## src/rtl/serv_rf_pkg.sv

```systemverilog
// rtl/serv_rf_pkg.sv - shared state encoding and transfer lengths for the RF word port
package serv_rf_pkg;

    // Command sequencing: wait for grant, stream 32 bits, let the RF drain.
    typedef enum logic [1:0] {
        ST_IDLE  = 2'd0,
        ST_REQ   = 2'd1,
        ST_XFER  = 2'd2,
        ST_RECOV = 2'd3
    } state_e;

    localparam int XFER_LEN  = 32;
    localparam int RECOV_LEN = 3;

    localparam logic [4:0] XFER_LAST  = 5'(XFER_LEN - 1);
    localparam logic [1:0] RECOV_LAST = 2'(RECOV_LEN - 1);

endpackage

```

## src/rtl/serv_rf_ser32.sv

```systemverilog
// rtl/serv_rf_ser32.sv - 32-bit shift register: parallel load, LSB-first serial out, MSB serial in
//
// Ports:
//   i_clk, i_rst  clock, synchronous active-high reset
//   i_load        load i_pdata (takes priority over shift)
//   i_pdata       parallel load word
//   i_shift       shift right one place, i_sdata enters at bit 31
//   i_sdata       serial input bit
//   o_sdata       serial output bit (current bit 0)
//   o_pnext       register contents after this cycle's load/shift
module serv_rf_ser32 (
    input  logic        i_clk,
    input  logic        i_rst,
    input  logic        i_load,
    input  logic [31:0] i_pdata,
    input  logic        i_shift,
    input  logic        i_sdata,
    output logic        o_sdata,
    output logic [31:0] o_pnext
);

    logic [31:0] sr_q;
    logic [31:0] sr_d;

    always_comb begin
        sr_d = sr_q;
        if (i_load) begin
            sr_d = i_pdata;
        end else if (i_shift) begin
            sr_d = {i_sdata, sr_q[31:1]};
        end
    end

    always_ff @(posedge i_clk) begin
        if (i_rst) begin
            sr_q <= '0;
        end else begin
            sr_q <= sr_d;
        end
    end

    assign o_sdata = sr_q[0];
    // Exposing the next value lets the owner capture a fully assembled word
    // in the same cycle the last serial bit arrives.
    assign o_pnext = sr_d;

endmodule

```

## src/rtl/serv_rf_word_port.sv

```systemverilog
// rtl/serv_rf_word_port.sv - word-parallel host port onto the bit-serial SERV register-file RAM interface
//
// Ports:
//   i_clk, i_rst                 clock, synchronous active-high reset
//   i_cmd_*, o_cmd_ready         host command: two reads and/or two writes of 32-bit words
//   o_rsp_valid, o_rsp_rdata0/1  one-cycle read response; data held until the next read response
//   o_rf_rreq, o_rf_wreq         RF read request pulse / write-only request held until grant
//   i_rf_ready                   RF grant
//   o_rf_rreg0/1, o_rf_wreg0/1   register indices, stable from request to end of transfer
//   o_rf_wen0/1                  write enables, stable from request to end of transfer
//   o_rf_wdata0/1, i_rf_rdata0/1 serial data, one bit per cycle, LSB first
module serv_rf_word_port
    import serv_rf_pkg::*;
#(
    parameter  int csr_regs = 4,
    localparam int REGW     = $clog2(32 + csr_regs)
) (
    input  logic            i_clk,
    input  logic            i_rst,
    input  logic            i_cmd_valid,
    output logic            o_cmd_ready,
    input  logic            i_cmd_rd,
    input  logic [REGW-1:0] i_cmd_rreg0,
    input  logic [REGW-1:0] i_cmd_rreg1,
    input  logic            i_cmd_wen0,
    input  logic            i_cmd_wen1,
    input  logic [REGW-1:0] i_cmd_wreg0,
    input  logic [REGW-1:0] i_cmd_wreg1,
    input  logic [31:0]     i_cmd_wdata0,
    input  logic [31:0]     i_cmd_wdata1,
    output logic            o_rsp_valid,
    output logic [31:0]     o_rsp_rdata0,
    output logic [31:0]     o_rsp_rdata1,
    output logic            o_rf_rreq,
    output logic            o_rf_wreq,
    input  logic            i_rf_ready,
    output logic [REGW-1:0] o_rf_rreg0,
    output logic [REGW-1:0] o_rf_rreg1,
    output logic [REGW-1:0] o_rf_wreg0,
    output logic [REGW-1:0] o_rf_wreg1,
    output logic            o_rf_wen0,
    output logic            o_rf_wen1,
    output logic            o_rf_wdata0,
    output logic            o_rf_wdata1,
    input  logic            i_rf_rdata0,
    input  logic            i_rf_rdata1
);

    state_e          state_q,      state_d;
    logic [4:0]      cnt_q,        cnt_d;
    logic [1:0]      rcnt_q,       rcnt_d;
    logic            cmd_ready_q,  cmd_ready_d;
    logic            rreq_q,       rreq_d;
    logic            wreq_q,       wreq_d;
    logic            rsp_valid_q,  rsp_valid_d;
    logic [31:0]     rsp_rdata0_q, rsp_rdata0_d;
    logic [31:0]     rsp_rdata1_q, rsp_rdata1_d;
    logic            rd_q,         rd_d;
    logic            wen0_q,       wen0_d;
    logic            wen1_q,       wen1_d;
    logic [REGW-1:0] rreg0_q,      rreg0_d;
    logic [REGW-1:0] rreg1_q,      rreg1_d;
    logic [REGW-1:0] wreg0_q,      wreg0_d;
    logic [REGW-1:0] wreg1_q,      wreg1_d;

    logic        cmd_go;
    logic        xfer;
    logic        w0_sdata,  w1_sdata;
    logic [31:0] r0_pnext,  r1_pnext;
    logic [31:0] w0_pnext_unused, w1_pnext_unused;
    logic        r0_sdata_unused, r1_sdata_unused;

    // A command with nothing to do is accepted but never leaves IDLE.
    assign cmd_go = i_cmd_valid & cmd_ready_q & (i_cmd_rd | i_cmd_wen0 | i_cmd_wen1);
    assign xfer   = (state_q == ST_XFER);

    // Write words are loaded straight from the command so no separate latch is needed.
    serv_rf_ser32 u_wdata0 (
        .i_clk   (i_clk),
        .i_rst   (i_rst),
        .i_load  (cmd_go),
        .i_pdata (i_cmd_wdata0),
        .i_shift (xfer),
        .i_sdata (1'b0),
        .o_sdata (w0_sdata),
        .o_pnext (w0_pnext_unused)
    );

    serv_rf_ser32 u_wdata1 (
        .i_clk   (i_clk),
        .i_rst   (i_rst),
        .i_load  (cmd_go),
        .i_pdata (i_cmd_wdata1),
        .i_shift (xfer),
        .i_sdata (1'b0),
        .o_sdata (w1_sdata),
        .o_pnext (w1_pnext_unused)
    );

    serv_rf_ser32 u_rdata0 (
        .i_clk   (i_clk),
        .i_rst   (i_rst),
        .i_load  (1'b0),
        .i_pdata (32'd0),
        .i_shift (xfer),
        .i_sdata (i_rf_rdata0),
        .o_sdata (r0_sdata_unused),
        .o_pnext (r0_pnext)
    );

    serv_rf_ser32 u_rdata1 (
        .i_clk   (i_clk),
        .i_rst   (i_rst),
        .i_load  (1'b0),
        .i_pdata (32'd0),
        .i_shift (xfer),
        .i_sdata (i_rf_rdata1),
        .o_sdata (r1_sdata_unused),
        .o_pnext (r1_pnext)
    );

    always_comb begin
        state_d      = state_q;
        cnt_d        = cnt_q;
        rcnt_d       = rcnt_q;
        rreq_d       = 1'b0;
        wreq_d       = wreq_q;
        rsp_valid_d  = 1'b0;
        rsp_rdata0_d = rsp_rdata0_q;
        rsp_rdata1_d = rsp_rdata1_q;
        rd_d         = rd_q;
        wen0_d       = wen0_q;
        wen1_d       = wen1_q;
        rreg0_d      = rreg0_q;
        rreg1_d      = rreg1_q;
        wreg0_d      = wreg0_q;
        wreg1_d      = wreg1_q;

        case (state_q)
            ST_IDLE: begin
                if (cmd_go) begin
                    state_d = ST_REQ;
                    rd_d    = i_cmd_rd;
                    wen0_d  = i_cmd_wen0;
                    wen1_d  = i_cmd_wen1;
                    rreg0_d = i_cmd_rreg0;
                    rreg1_d = i_cmd_rreg1;
                    wreg0_d = i_cmd_wreg0;
                    wreg1_d = i_cmd_wreg1;
                    // Reads (with or without writes) use the pulsed read request;
                    // only a pure write uses the held write request.
                    rreq_d  = i_cmd_rd;
                    wreq_d  = ~i_cmd_rd;
                end
            end
            ST_REQ: begin
                if (i_rf_ready) begin
                    state_d = ST_XFER;
                    wreq_d  = 1'b0;
                    cnt_d   = '0;
                end
            end
            ST_XFER: begin
                cnt_d = cnt_q + 5'd1;
                if (cnt_q == XFER_LAST) begin
                    state_d = ST_RECOV;
                    rcnt_d  = '0;
                    wen0_d  = 1'b0;
                    wen1_d  = 1'b0;
                    if (rd_q) begin
                        rsp_valid_d  = 1'b1;
                        rsp_rdata0_d = r0_pnext;
                        rsp_rdata1_d = r1_pnext;
                    end
                end
            end
            ST_RECOV: begin
                rcnt_d = rcnt_q + 2'd1;
                if (rcnt_q == RECOV_LAST) begin
                    state_d = ST_IDLE;
                end
            end
            default: begin
                state_d = ST_IDLE;
            end
        endcase

        // Registered ready: low for the first cycle after reset, high whenever
        // the next cycle is IDLE.
        cmd_ready_d = (state_d == ST_IDLE);
    end

    always_ff @(posedge i_clk) begin
        if (i_rst) begin
            state_q      <= ST_IDLE;
            cnt_q        <= '0;
            rcnt_q       <= '0;
            cmd_ready_q  <= 1'b0;
            rreq_q       <= 1'b0;
            wreq_q       <= 1'b0;
            rsp_valid_q  <= 1'b0;
            rsp_rdata0_q <= '0;
            rsp_rdata1_q <= '0;
            rd_q         <= 1'b0;
            wen0_q       <= 1'b0;
            wen1_q       <= 1'b0;
            rreg0_q      <= '0;
            rreg1_q      <= '0;
            wreg0_q      <= '0;
            wreg1_q      <= '0;
        end else begin
            state_q      <= state_d;
            cnt_q        <= cnt_d;
            rcnt_q       <= rcnt_d;
            cmd_ready_q  <= cmd_ready_d;
            rreq_q       <= rreq_d;
            wreq_q       <= wreq_d;
            rsp_valid_q  <= rsp_valid_d;
            rsp_rdata0_q <= rsp_rdata0_d;
            rsp_rdata1_q <= rsp_rdata1_d;
            rd_q         <= rd_d;
            wen0_q       <= wen0_d;
            wen1_q       <= wen1_d;
            rreg0_q      <= rreg0_d;
            rreg1_q      <= rreg1_d;
            wreg0_q      <= wreg0_d;
            wreg1_q      <= wreg1_d;
        end
    end

    assign o_cmd_ready  = cmd_ready_q;
    assign o_rsp_valid  = rsp_valid_q;
    assign o_rsp_rdata0 = rsp_rdata0_q;
    assign o_rsp_rdata1 = rsp_rdata1_q;
    assign o_rf_rreq    = rreq_q;
    assign o_rf_wreq    = wreq_q;
    assign o_rf_rreg0   = rreg0_q;
    assign o_rf_rreg1   = rreg1_q;
    assign o_rf_wreg0   = wreg0_q;
    assign o_rf_wreg1   = wreg1_q;
    assign o_rf_wen0    = wen0_q;
    assign o_rf_wen1    = wen1_q;
    // The shift registers keep their contents between commands; only the
    // transfer window may put them on the wire.
    assign o_rf_wdata0  = xfer & w0_sdata;
    assign o_rf_wdata1  = xfer & w1_sdata;

endmodule
```

## config.mk

```make
export PLATFORM = sky130hd
export DESIGN_NAME = serv_rf_word_port
export DESIGN_NICKNAME = d
export VERILOG_FILES = /design/src/rtl/serv_rf_pkg.sv /design/src/rtl/serv_rf_ser32.sv /design/src/rtl/serv_rf_word_port.sv
export SDC_FILE = /design/constraint.sdc
export NUM_CORES = 1
export LEC_CHECK = 0
export CAP_MARGIN = 25
export CORE_MARGIN = 2
export CORE_UTILIZATION = 45
export DETAILED_ROUTE_END_ITERATION = 10
export GPL_TIMING_DRIVEN = 1
export HOLD_SLACK_MARGIN = 0.03
export PLACE_DENSITY = 0.79
export SLEW_MARGIN = 20
export SYNTH_ARGS = -nofsm -noshare
export SYNTH_HDL_FRONTEND = slang
export SYNTH_SLANG_ARGS = --single-unit
```

## constraint.sdc

```tcl
create_clock -name i_clk -period 2.1 [get_ports i_clk]
set_input_delay 0.42 -clock i_clk [delete_from_list [all_inputs] [get_ports i_clk]]
set_output_delay 0.42 -clock i_clk [all_outputs]
set_load 0.03 [all_outputs]
```

# Word level (Yosys, flattened, before mapping)
# Cells that the tools add are included.
# W data, S select, Z words.
# totals
register_bits	232
word_cells	80
output_inout_bits	96
input_bits	97
# op_classes
n_reduce_logical	15
bitwise	11
add_sub_neg	2
n_eq_ne	8
mux	24
# op_table
operator	count
$mux W32	6
$mux W2	5
$pmux W5 S2	1
$reduce_bool A2 Y1	5
$reduce_and A3 Y1	3
$pmux W2 S4	1
$eq A2 B2 Y1 const B	3
$mux W1	6
$pmux W1 S2	3
$reduce_and A2 Y1	3
$reduce_or A3 Y1	2
$add A5 B1 Y5 const B	1
$eq A5 B5 Y1 const B	1
$mux W5	1
$not A1 Y1	5
$and A1 B1 Y1	4
$logic_not A2 Y1	2
$ne A2 B2 Y1 const B	2
$pmux W2 S2	1
$add A2 B1 Y2 const B	1
$eq A2 B1 Y1 const B	1
$ne A2 B1 Y1 const B	1
$or A1 B1 Y1	2

# Depth between registers and ports, before layout
# Gate-level depths: netlist of run 1.
# logic_depth
ltp_word	6
depth_mapped	8
mapped_depth_nobuf	6

# By module
# A second synthesis of run 1 with hierarchy kept.
# hier_totals
cells_unflattened	1186
area_unflattened_um2	10737.8
# by_module_without_submodules
module	instances	cells_per_inst	area_per_inst_um2	seq_area_each_um2
serv_rf_ser32	4	177	1682.9	640.6
serv_rf_word_port	1	478	4006.3	2082.0

# Worst setup path before layout of run 1
# OpenSTA, ideal clock, no wires.
# synth_path
kind	register to output
startpoint	register state_q[1]
endpoint	output o_rf_wdata0
path_stages_with_launch	7
t_required_ns	1.680
t_arrival_ns	1.311
slack_ns	0.369
path_buffers	4
path_cell_list	dfxtp_1 buf_4 nor2b_1 buf_2 buf_4 buf_2 and2_1
# synth_via
elab_chain_cells	2
# synth_lines
item	line_no	source
start: declaration	serv_rf_word_port.sv:49	state_e state_q, state_d;
start signal: assignment	serv_rf_word_port.sv:212	state_q <= state_d;
$eq A2 B2 Y1	serv_rf_word_port.sv:75	assign xfer = (state_q == ST_XFER);
$and A1 B1 Y1	serv_rf_word_port.sv:245	assign o_rf_wdata0 = xfer & w0_sdata;
end: declaration	serv_rf_word_port.sv:43	output logic o_rf_wdata0,
# No other way between the ends.

# Worst setup path in the final report of run 1
# layout_path
startpoint	register cmd_ready_q, in the netlist o_cmd_ready
endpoint	output o_cmd_ready
# layout_lines
item	line_no	source
start: declaration	serv_rf_word_port.sv:52	logic cmd_ready_q, cmd_ready_d;
start signal: assignment	serv_rf_word_port.sv:215	cmd_ready_q <= cmd_ready_d;
end: declaration	serv_rf_word_port.sv:21	output logic o_cmd_ready,
# No word-level cell between the ends.

==> flow_metrics.env, run 1 <==
export IMPL_status="completed"
export IMPL_drt_iter0_markers=402
export IMPL_setup_worst_path_start_class="flip-flop"
export IMPL_finalNetCount=1339
export IMPL_netlist_instances=1090
export IMPL_crit_buf_inv=1
export IMPL_cts_hold_buf=0
export IMPL_synth_top_area_cell="dfxtp_1"
export IMPL_postCtsSetupRepairBufs=0
export IMPL_cts_tree="done"
export IMPL_synth_simple_area_share_pct=20.94
export IMPL_routed_via_count=7732
export IMPL_grt_usage_pct=19.34
export IMPL_numCtsBuffers=24
export IMPL_p_int_mw=7.446
export IMPL_met2_usage_pct=32.89
export IMPL_hold_depth=2
export IMPL_slew_violations=0
export IMPL_reg2regPathDepth=7
export IMPL_seq_power_share_pct=47.3
export IMPL_p_leak_nw=3.881
export IMPL_wire_per_inst_um=13.59
export IMPL_post_route_period_util_pct=97.59
export IMPL_synth_distinct_cells=36
export IMPL_synthTopCellsByArea="dfxtp_1 53%, nand2_1 19%, a21oi_1 7.9%"
export IMPL_wl_mm=20.60
export IMPL_synth_xor_area_share_pct=0
export IMPL_drive_above_1_share_pct=5.732
export IMPL_max_slew_worst_pin_slew_ps=641.2
export IMPL_grt_max_degree=143
export IMPL_path_cells="clkdlybuf4s50_1"
export IMPL_async_flop_share_pct=0
export IMPL_period_minus_slack_ps=2049
export IMPL_die_x_um=143.0
export IMPL_grtUsageMet3_pct=5.734
export IMPL_min_to="o_rsp_rdata1[0]"
export IMPL_cts_sinks=230
export IMPL_placeableCoreArea_um2=18830
export IMPL_clockPowerShare_pct=44.4
export IMPL_cp_arrival_ps=1630
export IMPL_crit_path_top_delay_cell="clkdlybuf4s50_1"
export IMPL_synth_area_mux_share_pct=3.022
export IMPL_synth_area_um2=8693
export IMPL_holdCritStartpoint="u_rdata1.sr_q[1]"
export IMPL_yosysWarningCount=0
export IMPL_grt_pass1_wl_mm=33.15
export IMPL_grt_busiest_layer="met2"
export IMPL_power_switching_mw=2.216
export IMPL_ff2ff_setup_slack_ps=190
export IMPL_endpoint_kind="primary output"
export IMPL_grtUsageMet1_pct=24.03
export IMPL_clockBufferDepth=3
export IMPL_ir_drop_mv=0.5945
export IMPL_holdWs_ps=441.7
export IMPL_synthesis_nets=1190
export IMPL_synthToLayoutAreaGrowth_pct=33.35
export IMPL_routed_via_density=5.100
export IMPL_swShare_pct=22.93
export IMPL_critical_path_class="flip-flop to primary output"
export IMPL_p_comb_share_pct=8.3
export IMPL_hold_viol=0
export IMPL_r2r_end="o_rsp_rdata1[24]"
export IMPL_setup_viol=0
export IMPL_drtPass1Iterations=4
export IMPL_die_area_um2=20450
export IMPL_hp_class="flip-flop to flip-flop"
export IMPL_num_io_pins=193
export IMPL_gr_total_overflow=0
export IMPL_synth_edf_count=0
export IMPL_hpwl_mm=13.05
export IMPL_avgSynthCellArea_um2=7.976
export IMPL_synth_top_family_by_area="simple AND/OR/NAND/NOR gates"
export IMPL_cts_resized=0
export IMPL_crit_reg2reg_launch="cnt_q[0]"
export IMPL_initial_core_util_pct=46.17
export IMPL_required_ps=1680
export IMPL_synth_compound_area_share_pct=17.17
export IMPL_maxCapViolations=0
export IMPL_die_h_um=143.0
export IMPL_cts_root_buf="clkbuf_16"
export IMPL_first_global_vias=7156
export IMPL_skew_ps=19.82
export IMPL_drc=0
export IMPL_synth_top_area_share_pct=52.96
export IMPL_max_freq_mhz=488.0
export IMPL_p_per_area_nw_per_um2=833.4
export IMPL_h_tree_depth=1
export IMPL_finalSetupTns_ps=0
export IMPL_place_congestion=0.7724
export IMPL_critPathTopFamily="buffers and inverters"
export IMPL_synth_fa_ha_area_share_pct=0.4318
export IMPL_ys_seq_elements=230
export IMPL_clk_latency_ps=520
export IMPL_ys_seq_area_share_pct=52.96
export IMPL_slowest_delay_ps=710
export IMPL_crit_fanout=4
export IMPL_antenna_left=0
export IMPL_max_slew_margin_rel_pct=57.25
export IMPL_synth_flop_cell="dfxtp_1"
export IMPL_row_count=50
export IMPL_rsz0062_at_grt="no"
export IMPL_antenna_found_initial=0
export IMPL_insertedDiodeCount=0
export IMPL_port_buffers=192
export IMPL_cts_clk_slew_worst_paths_ps=60
cell type report:
class / instances / area [µm²]
Clock buffer: 34 / 698.2
Clock inverter: 9 / 111.4
Fill cell: 1604 / 7238
Inverter: 3 / 11.26
Multi-Input combinational cell: 765 / 3630
Sequential cell: 230 / 4604
Tap cell: 260 / 325.3
Timing Repair Buffer: 215 / 2212
state kept, by name, summed over array words and instances (netlist names):
signal	cells
o_rsp_rdata0	32
o_rsp_rdata1	32
u_wdata0.sr_q	32
u_wdata1.sr_q	32
u_rdata0.sr_q	31
u_rdata1.sr_q	31
o_rf_rreg0	6
o_rf_rreg1	6
o_rf_wreg0	6
o_rf_wreg1	6
cnt_q	5
rcnt_q	2
state_q	2
o_cmd_ready	1
o_rf_rreq	1
o_rf_wen0	1
o_rf_wen1	1
o_rf_wreq	1
o_rsp_valid	1
rd_q	1
synth_stat cells (2+ instances only):
cell type    n
a21oi_1    138
a31oi_1     63
and2_1       2
and3_1       2
buf_1        3
buf_2       38
buf_4        3
buf_6        8
clkbuf_1    40
dfxtp_1    230
ha_1         3
inv_1        3
mux2i_1     24
nand2_1    436
nand3_1      9
nand3b_1     3
nor2_1       2
o21ai_0     17
o21ai_1     46
o311ai_0     3
or3_1        2
cell usage in the layout (no fill, tap or decap), types with 6 or more instances in the layout:
cell             instances
mux2i_1                 24
a31oi_1                 63
buf_12                  10
dfxtp_1                230
a21oi_1                138
clkdlybuf4s50_1        189
o21ai_0                 17
clkbuf_8                 6
o21ai_1                 46
clkbuf_16               24
buf_4                   16
nand2_1                436
nand3_1                  9
power groups by stage:
stage               Combinational (mW)  Sequential (mW)  Clock [mW]
finish                           0.800             4.57        4.29
global route                     0.870             4.58        4.56
CTS                              0.805             4.57        4.37
detailed placement               0.803             4.67           0
global placement                 0.787             4.66           0
floorplan                        0.398             4.71           0
stage by stage:
step / cell area, µm² / util [%] / setup WS, ps / cells / total power [mW]
3_3_place_gp: 10780 / 57.26 / 121.4 / 1473 / 5.452
5_1_grt: 11590 / 61.56 / 14.34 / 1516 / 10.01
2_1_floorplan: 8693 / - / 368.9 / 1090 / 5.109
4_1_cts: 11590 / 61.56 / 20.12 / 1516 / 9.751
3_5_place_dp: 10780 / 57.26 / 78.84 / 1473 / 5.470
6_report: 11590 / 61.56 / 50.62 / 1516 / 9.661
worst max path at each step:
stage | startpoint | to | slack, ps | depth (start not counted)
final | o_cmd_ready | o_cmd_ready | 50 | 1
after floorplan | state_q[1] | o_rf_wdata0 | 370 | 6
after global placement | i_cmd_rd | u_wdata0.sr_q[15] | 120 | 6
after detailed placement | i_cmd_wen0 | u_wdata0.sr_q[7] | 80 | 6
after global routing | o_cmd_ready | o_cmd_ready | 10 | 1
after CTS | o_cmd_ready | o_cmd_ready | 20 | 1
metal layers:
metal,up-vias,share of wire (%)
li1,3926,-
met1,3553,43
met2,214,47
met3,39,7.7
met4,0,2.1
met5,-,0
logic make-up (layout without fill, tap and decap cells):
logic type	count (synthesis)	count (layout)
AOI/OAI and AO/OA	273	273
muxes	25	25
buffers and inverters	95	261
DFF	230	230
adders and majority gates	3	3
and+or+nand+nor	464	464
Note: power is estimated with default switching activity, not from simulation.
==> run 2, diff against run 1 <==
- CAP_MARGIN: 25 -> 20
- CTS_CLUSTER_DIAMETER: default -> 80
==> results of run 2 <==
The final DEF is identical to that of run 1; final timing and power are the same.
